`config.mk`:
```
export PLATFORM = sky130hd
export DESIGN_NAME = cond_code_unit
export DESIGN_NICKNAME = d
export VERILOG_FILES = /design/src/rtl/cc_pkg.sv /design/src/rtl/cc_flag_stack.sv /design/src/rtl/cond_code_unit.sv
export SDC_FILE = /design/constraint.sdc
export NUM_CORES = 1
export LEC_CHECK = 0
export ABC_AREA = 0
export CAP_MARGIN = 20
export CORE_UTILIZATION = 50
export CTS_CLUSTER_DIAMETER = 40
export DETAILED_ROUTE_END_ITERATION = 12
export PLACE_DENSITY = 0.79
export RECOVER_POWER = 25
export SYNTH_ARGS = -nofsm -noshare
export SYNTH_HDL_FRONTEND = slang
export SYNTH_SLANG_ARGS = --single-unit
```
`constraint.sdc`:
```
create_clock -name clk -period 2.5 [get_ports clk]
set_clock_uncertainty 0.1 [all_clocks]
set_input_delay 0.25 -clock clk [delete_from_list [all_inputs] [get_ports clk]]
set_output_delay 0.25 -clock clk [all_outputs]
set_load 0.05 [all_outputs]
```
`src/rtl/cc_pkg.sv`:
```
// Shared types, flag bit positions and the condition decode used by the
// condition-code unit and by sequencer models.
package cc_pkg;

  typedef logic [3:0] flags_t;

  localparam int unsigned F_Z = 3;
  localparam int unsigned F_N = 2;
  localparam int unsigned F_C = 1;
  localparam int unsigned F_V = 0;

  typedef enum logic [3:0] {
    CC_NEVER = 4'h0,
    CC_JMP   = 4'h1,
    CC_CALL  = 4'h2,
    CC_RET   = 4'h3,
    CC_EQ    = 4'h4,
    CC_NE    = 4'h5,
    CC_CS    = 4'h6,
    CC_CC    = 4'h7,
    CC_MI    = 4'h8,
    CC_PL    = 4'h9,
    CC_VS    = 4'hA,
    CC_VC    = 4'hB,
    CC_GE    = 4'hC,
    CC_LT    = 4'hD,
    CC_UGT   = 4'hE,
    CC_ULE   = 4'hF
  } cond_e;

  function automatic flags_t pack_flags(input logic z, input logic n,
                                        input logic c, input logic v);
    flags_t f;
    f      = '0;
    f[F_Z] = z;
    f[F_N] = n;
    f[F_C] = c;
    f[F_V] = v;
    return f;
  endfunction

  // Unknown select codes fall to the default arm, so tcnd never goes X.
  function automatic logic cond_eval(input logic [3:0] sel, input flags_t f);
    logic z, n, c, v, r;
    z = f[F_Z];
    n = f[F_N];
    c = f[F_C];
    v = f[F_V];
    r = 1'b0;
    case (sel)
      CC_NEVER:                r = 1'b0;
      CC_JMP, CC_CALL, CC_RET: r = 1'b1;
      CC_EQ:                   r = z;
      CC_NE:                   r = !z;
      CC_CS:                   r = c;
      CC_CC:                   r = !c;
      CC_MI:                   r = n;
      CC_PL:                   r = !n;
      CC_VS:                   r = v;
      CC_VC:                   r = !v;
      CC_GE:                   r = (n == v);
      CC_LT:                   r = (n != v);
      CC_UGT:                  r = c && !z;
      CC_ULE:                  r = !c || z;
      default:                 r = 1'b0;
    endcase
    return r;
  endfunction

endpackage

```
`src/rtl/cc_flag_stack.sv`:
```
// LIFO of flag words for call/interrupt save and restore. Saturating count,
// sticky error on overflow, underflow or simultaneous push and pop.
module cc_flag_stack
  import cc_pkg::*;
#(
  parameter int unsigned DEPTH = 4
) (
  input  logic                         clk,
  input  logic                         rst_n,
  input  logic                         push,
  input  logic                         pop,
  input  flags_t                       din,
  output flags_t                       top,
  output logic                         pop_ok,
  output logic [$clog2(DEPTH+1)-1:0]   cnt,
  output logic                         err
);

  localparam int unsigned CW    = $clog2(DEPTH + 1);
  localparam int unsigned AW    = (DEPTH > 1) ? $clog2(DEPTH) : 1;
  localparam int unsigned SLOTS = 1 << AW;

  flags_t          mem [SLOTS];
  logic            full;
  logic            empty;
  logic            push_ok;
  logic            bad;
  logic [AW-1:0]   wr_idx;
  logic [AW-1:0]   rd_idx;

  assign full    = (cnt == CW'(DEPTH));
  assign empty   = (cnt == '0);
  assign push_ok = push && !pop && !full;
  assign pop_ok  = pop && !push && !empty;
  assign bad     = (push && pop) || (push && full) || (pop && empty);

  assign wr_idx  = AW'(cnt);
  assign rd_idx  = AW'(cnt - CW'(1));
  assign top     = mem[rd_idx];

  always_ff @(posedge clk or negedge rst_n) begin
    if (!rst_n) begin
      cnt <= '0;
      err <= 1'b0;
    end else begin
      if (push_ok) begin
        cnt <= cnt + CW'(1);
      end else if (pop_ok) begin
        cnt <= cnt - CW'(1);
      end
      if (bad) begin
        err <= 1'b1;
      end
    end
  end

  // Contents are don't-care after reset, so storage carries no reset.
  always_ff @(posedge clk) begin
    if (push_ok) begin
      mem[wr_idx] <= din;
    end
  end

endmodule

```
`src/rtl/cond_code_unit.sv`:
```
// Condition-code unit: registers ALU flags, evaluates the condition select
// into tcnd for the sequencer, and saves/restores flags on a small stack.
module cond_code_unit
  import cc_pkg::*;
#(
  parameter int unsigned DW     = 8,
  parameter int unsigned DEPTH  = 4,
  parameter bit          BYPASS = 1'b1
) (
  input  logic                        clk,
  input  logic                        rst_n,
  input  logic [3:0]                  cont,
  input  logic [DW-1:0]               aluo,
  input  logic                        aluc,
  input  logic                        aluv,
  input  logic                        flag_we,
  input  logic                        push,
  input  logic                        pop,
  output logic                        tcnd,
  output logic [3:0]                  flags,
  output logic [$clog2(DEPTH+1)-1:0]  stk_cnt,
  output logic                        stk_err
);

  flags_t new_flags;
  flags_t eff_flags;
  flags_t stk_top;
  logic   stk_pop;

  assign new_flags = pack_flags(aluo == '0, aluo[DW-1], aluc, aluv);
  assign eff_flags = (BYPASS && flag_we) ? new_flags : flags;
  assign tcnd      = cond_eval(cont, eff_flags);

  cc_flag_stack #(
    .DEPTH (DEPTH)
  ) u_stack (
    .clk    (clk),
    .rst_n  (rst_n),
    .push   (push),
    .pop    (pop),
    .din    (eff_flags),
    .top    (stk_top),
    .pop_ok (stk_pop),
    .cnt    (stk_cnt),
    .err    (stk_err)
  );

  // A valid restore wins over a same-cycle ALU flag load.
  always_ff @(posedge clk or negedge rst_n) begin
    if (!rst_n) begin
      flags <= '0;
    end else if (stk_pop) begin
      flags <= stk_top;
    end else if (flag_we) begin
      flags <= new_flags;
    end
  end

endmodule

```
==> impl_results.md <==
- Routed WL: 2.63 mm
- Max Clock Freq: 392 MHz
- Max-slew headroom: 0.660
- Row cnt: 18
- RSZ-0062 raised after global routing: true
- Syn avg cell area: 12.4 um2
- Switching fraction of total power: 0.400
- Layout Utilization: 0.682
- PortBufs: 27
- Clock network fraction of design power: 0.110
- GRT overflow: 0
- Pwr Density: 908 nW/um2
- CTS tree: built
- Clk Latency, worst-skew pair: 0.31 ns
- Slew @ Worst Pin: 0.508 ns
- Crit path required time: 2.15 ns
- Initial antenna violation count: 0
- Comb power frac: 0.520
- Arrival time of the worst setup path: 2.20 ns
- I/O pins: 28
- Pre-Repair DR Iteration Count: 4
- Detailed Place HPWL: 2.10 mm
- Worst Hold Class: input port to asynchronous set/reset pin
- Max_cap viols: 0
- Leakage Power: 0.722 nW
- Nets: 169
- Fillers: 191
- N_diodes: 0
- CTS buffer count: 3
- Fraction of layout cells with a size suffix above 1: 0.252
- Number of setup violations in the final report: 1
- Htree depth: 1
- Failing checks: setup timing
- Initial Util: 0.526
- Worst Setup Slack, final: -0.0537 ns
- Sequential cell area: 681 um2
- Fin Setup TNS: -0.0537 ns
- Post-Syn Instances: 105
- Worst Setup Path Type: input port to output port
- Die Height: 53.1 um
- Status: finished, violations left
- Share of power burned in registers: 0.370
- Multi-input logic area: 578 um2
- Total number of vias: 961
- Global-route wire length before repair: 3.93 mm
- Placeable Area: 2480 um2
- GRT Resource Usage Total: 0.205
- Critical Path, Cell by Cell: buf_6, or4_4, o311ai_4, a21oi_2, o311a_1, a2111o_2, buf_8
- Routed length per instance: 15.2 um
- Post-DRT Antenna Nets: 0
- Gpl congestion: 0.757
- Root Driver: clkbuf_4
- Post-placement setup slack: -0.387 ns
- CP peak stage delay: 0.55 ns
- Die Wd: 53.1 um
- Clk slew on worst S/H paths: 0.12 ns
- Cell internal pwr: 0.920 mW
- Hold slack: 0.178 ns
- Switching Power: 0.613 mW
- Max IR drop VDD: 624 uV
- Layout Cells excl Fill: 173
- Synthesized cell area: 1300 um2
- DRC Markers: 0
- Placed insts: 169
- CTS Hold Bufs: 0
- Endpoint class of the critical path: output port
- Slowest cell on the critical path: or4_4
- Largest net degree at the start of global routing: 14
- Max Fanout on Critical Path: 2
- Synth unique cells: 35
- Mapped Nets: 130
- Bufs on Longest Clock Path: 2
- Critical path launch point type: input port
- Tcrit/Tclk final: 1.02
- Vias/cell: 5.55
- # clock sinks: 24
- Layout area overhead: 29.6%
- Full die area: 2820 um2
- Seq/Total Area, Yosys: 0.522
- Synth Register Bits: 24
- Final Critical Period: 2.55 ns
- Initial DRC count: 17
- Ys Warns: 0
- Slew Limit Fails: 0
- Hold Fails Final Rpt: 0
- Vias in the first global route: 901
power by group through the flow:
stage / combinational, mW / clock (mW) / sequential (mW)
floorplan: 0.364 / 0 / 0.734
global placement: 0.763 / 0 / 0.568
detailed placement: 0.795 / 0 / 0.575
CTS: 0.804 / 0.178 / 0.568
global route: 0.862 / 0.186 / 0.576
finish: 0.797 / 0.169 / 0.567
timing repair:
action | CTS | global route
resized for setup | 29 | 5
setup endpoints to repair | 1 | 1
pin swaps | 6 | 6
buffers inserted | 0 | 0
path summary, 6_finish.rpt:
path | start | end | slack [ns] | depth (start not counted)
worst max-delay path | aluo[6] | tcnd | -0.05 | 7
worst min-delay path | rst_n | flags[2] | 0.18 | 1
worst max register to register | u_stack.cnt[1] | u_stack.cnt[2] | 0.35 | 7
worst min register to register | u_stack.err | u_stack.err | 0.40 | 1
max in group asynchronous | rst_n | u_stack.cnt[0] | 1.84 | 1
min in group clk | aluo[2] | flags[3] | 0.39 | 6
stage by stage:
stage / instance area [um2] / total power, mW
after floorplan: 1310 / 1.10
after global placement: 1660 / 1.33
after detailed placement: 1660 / 1.37
after CTS: 1690 / 1.55
after global routing: 1690 / 1.62
final: 1690 / 1.53
cells in the final DEF, fill, tap and decap left out, drive strengths merged, types with 2 or more instances in the layout:
cell type / n
a21oi: 5
and3: 7
buf: 15
clkbuf: 8
clkdlybuf4s50: 15
dfrtp: 8
dlygate4sd2: 2
edfxtp: 16
ha: 6
inv: 10
mux2i: 4
mux4: 4
nand2: 8
nor2: 6
o21ai: 7
or4: 2
xnor2: 2
routing by layer:
metal / wire length, um / GRT usage / vias to the layer above
li1: - / - / 466
met1: 1170 / 0.250 / 457
met2: 1270 / 0.354 / 30
met3: 147 / 0.0374 / 8
met4: 45 / 0.0833 / 0
met5: 0 / 0 / -
registers in the layout, indices dropped and copies added, names as in the netlist:
signal / count
u_stack.mem: 16
flags: 4
u_stack.cnt: 3
u_stack.err: 1
Yosys cell counts (all sizes together):
cell | instances | area share
edfxtp | 16 | 0.37
o311ai | 1 | 0.020
xnor2 | 2 | 0.013
and3 | 7 | 0.035
nor3 | 1 | 0.0038
o21bai | 1 | 0.0058
clkbuf | 2 | 0.0058
o21ai | 7 | 0.027
or4 | 2 | 0.014
nor3b | 1 | 0.0058
nand2b | 1 | 0.0048
a22oi | 1 | 0.0058
a31oi | 1 | 0.0048
nor2 | 6 | 0.017
ha | 6 | 0.058
xnor3 | 1 | 0.017
o211ai | 1 | 0.0058
and2 | 1 | 0.0048
o31ai | 1 | 0.0058
dfrtp | 8 | 0.15
buf | 1 | 0.0086
inv | 10 | 0.029
o311a | 1 | 0.0077
a2111o | 1 | 0.0086
clkdlybuf4s18 | 1 | 0.0077
mux2i | 4 | 0.031
mux4 | 4 | 0.069
nand2 | 8 | 0.023
a221oi | 1 | 0.0067
or4b | 1 | 0.0077
a21oi | 5 | 0.019
or3 | 1 | 0.0058
final cells by class:
type,count,share of cell area
sequential,24,0.403
multi-input combinational,67,0.342
timing repair buffer,38,0.195
inverter,10,0.0222
tap,30,0.0222
clock buffer,4,0.0156
cells by family (layout without fill, tap and decap cells):
group | count (synthesis) | count (layout) | share of synthesized area
AOI/OAI and AO/OA | 21 | 21 | 0.117
xor gates and xnor gates | 3 | 3 | 0.0307
adders and majority gates | 6 | 6 | 0.0576
buffers and inverters | 14 | 52 | 0.0509
DFF | 24 | 24 | 0.522
muxes | 8 | 8 | 0.0998
and+or+nand+nor | 29 | 29 | 0.122
critical path: cells and delay by family:
kind,cells,cell delay [ns]
AO/OA/AOI/OAI,4,1.14
buffers and inverters,2,0.25
AND/OR/NAND/NOR,1,0.55
(Power assumes the default switching activity.)
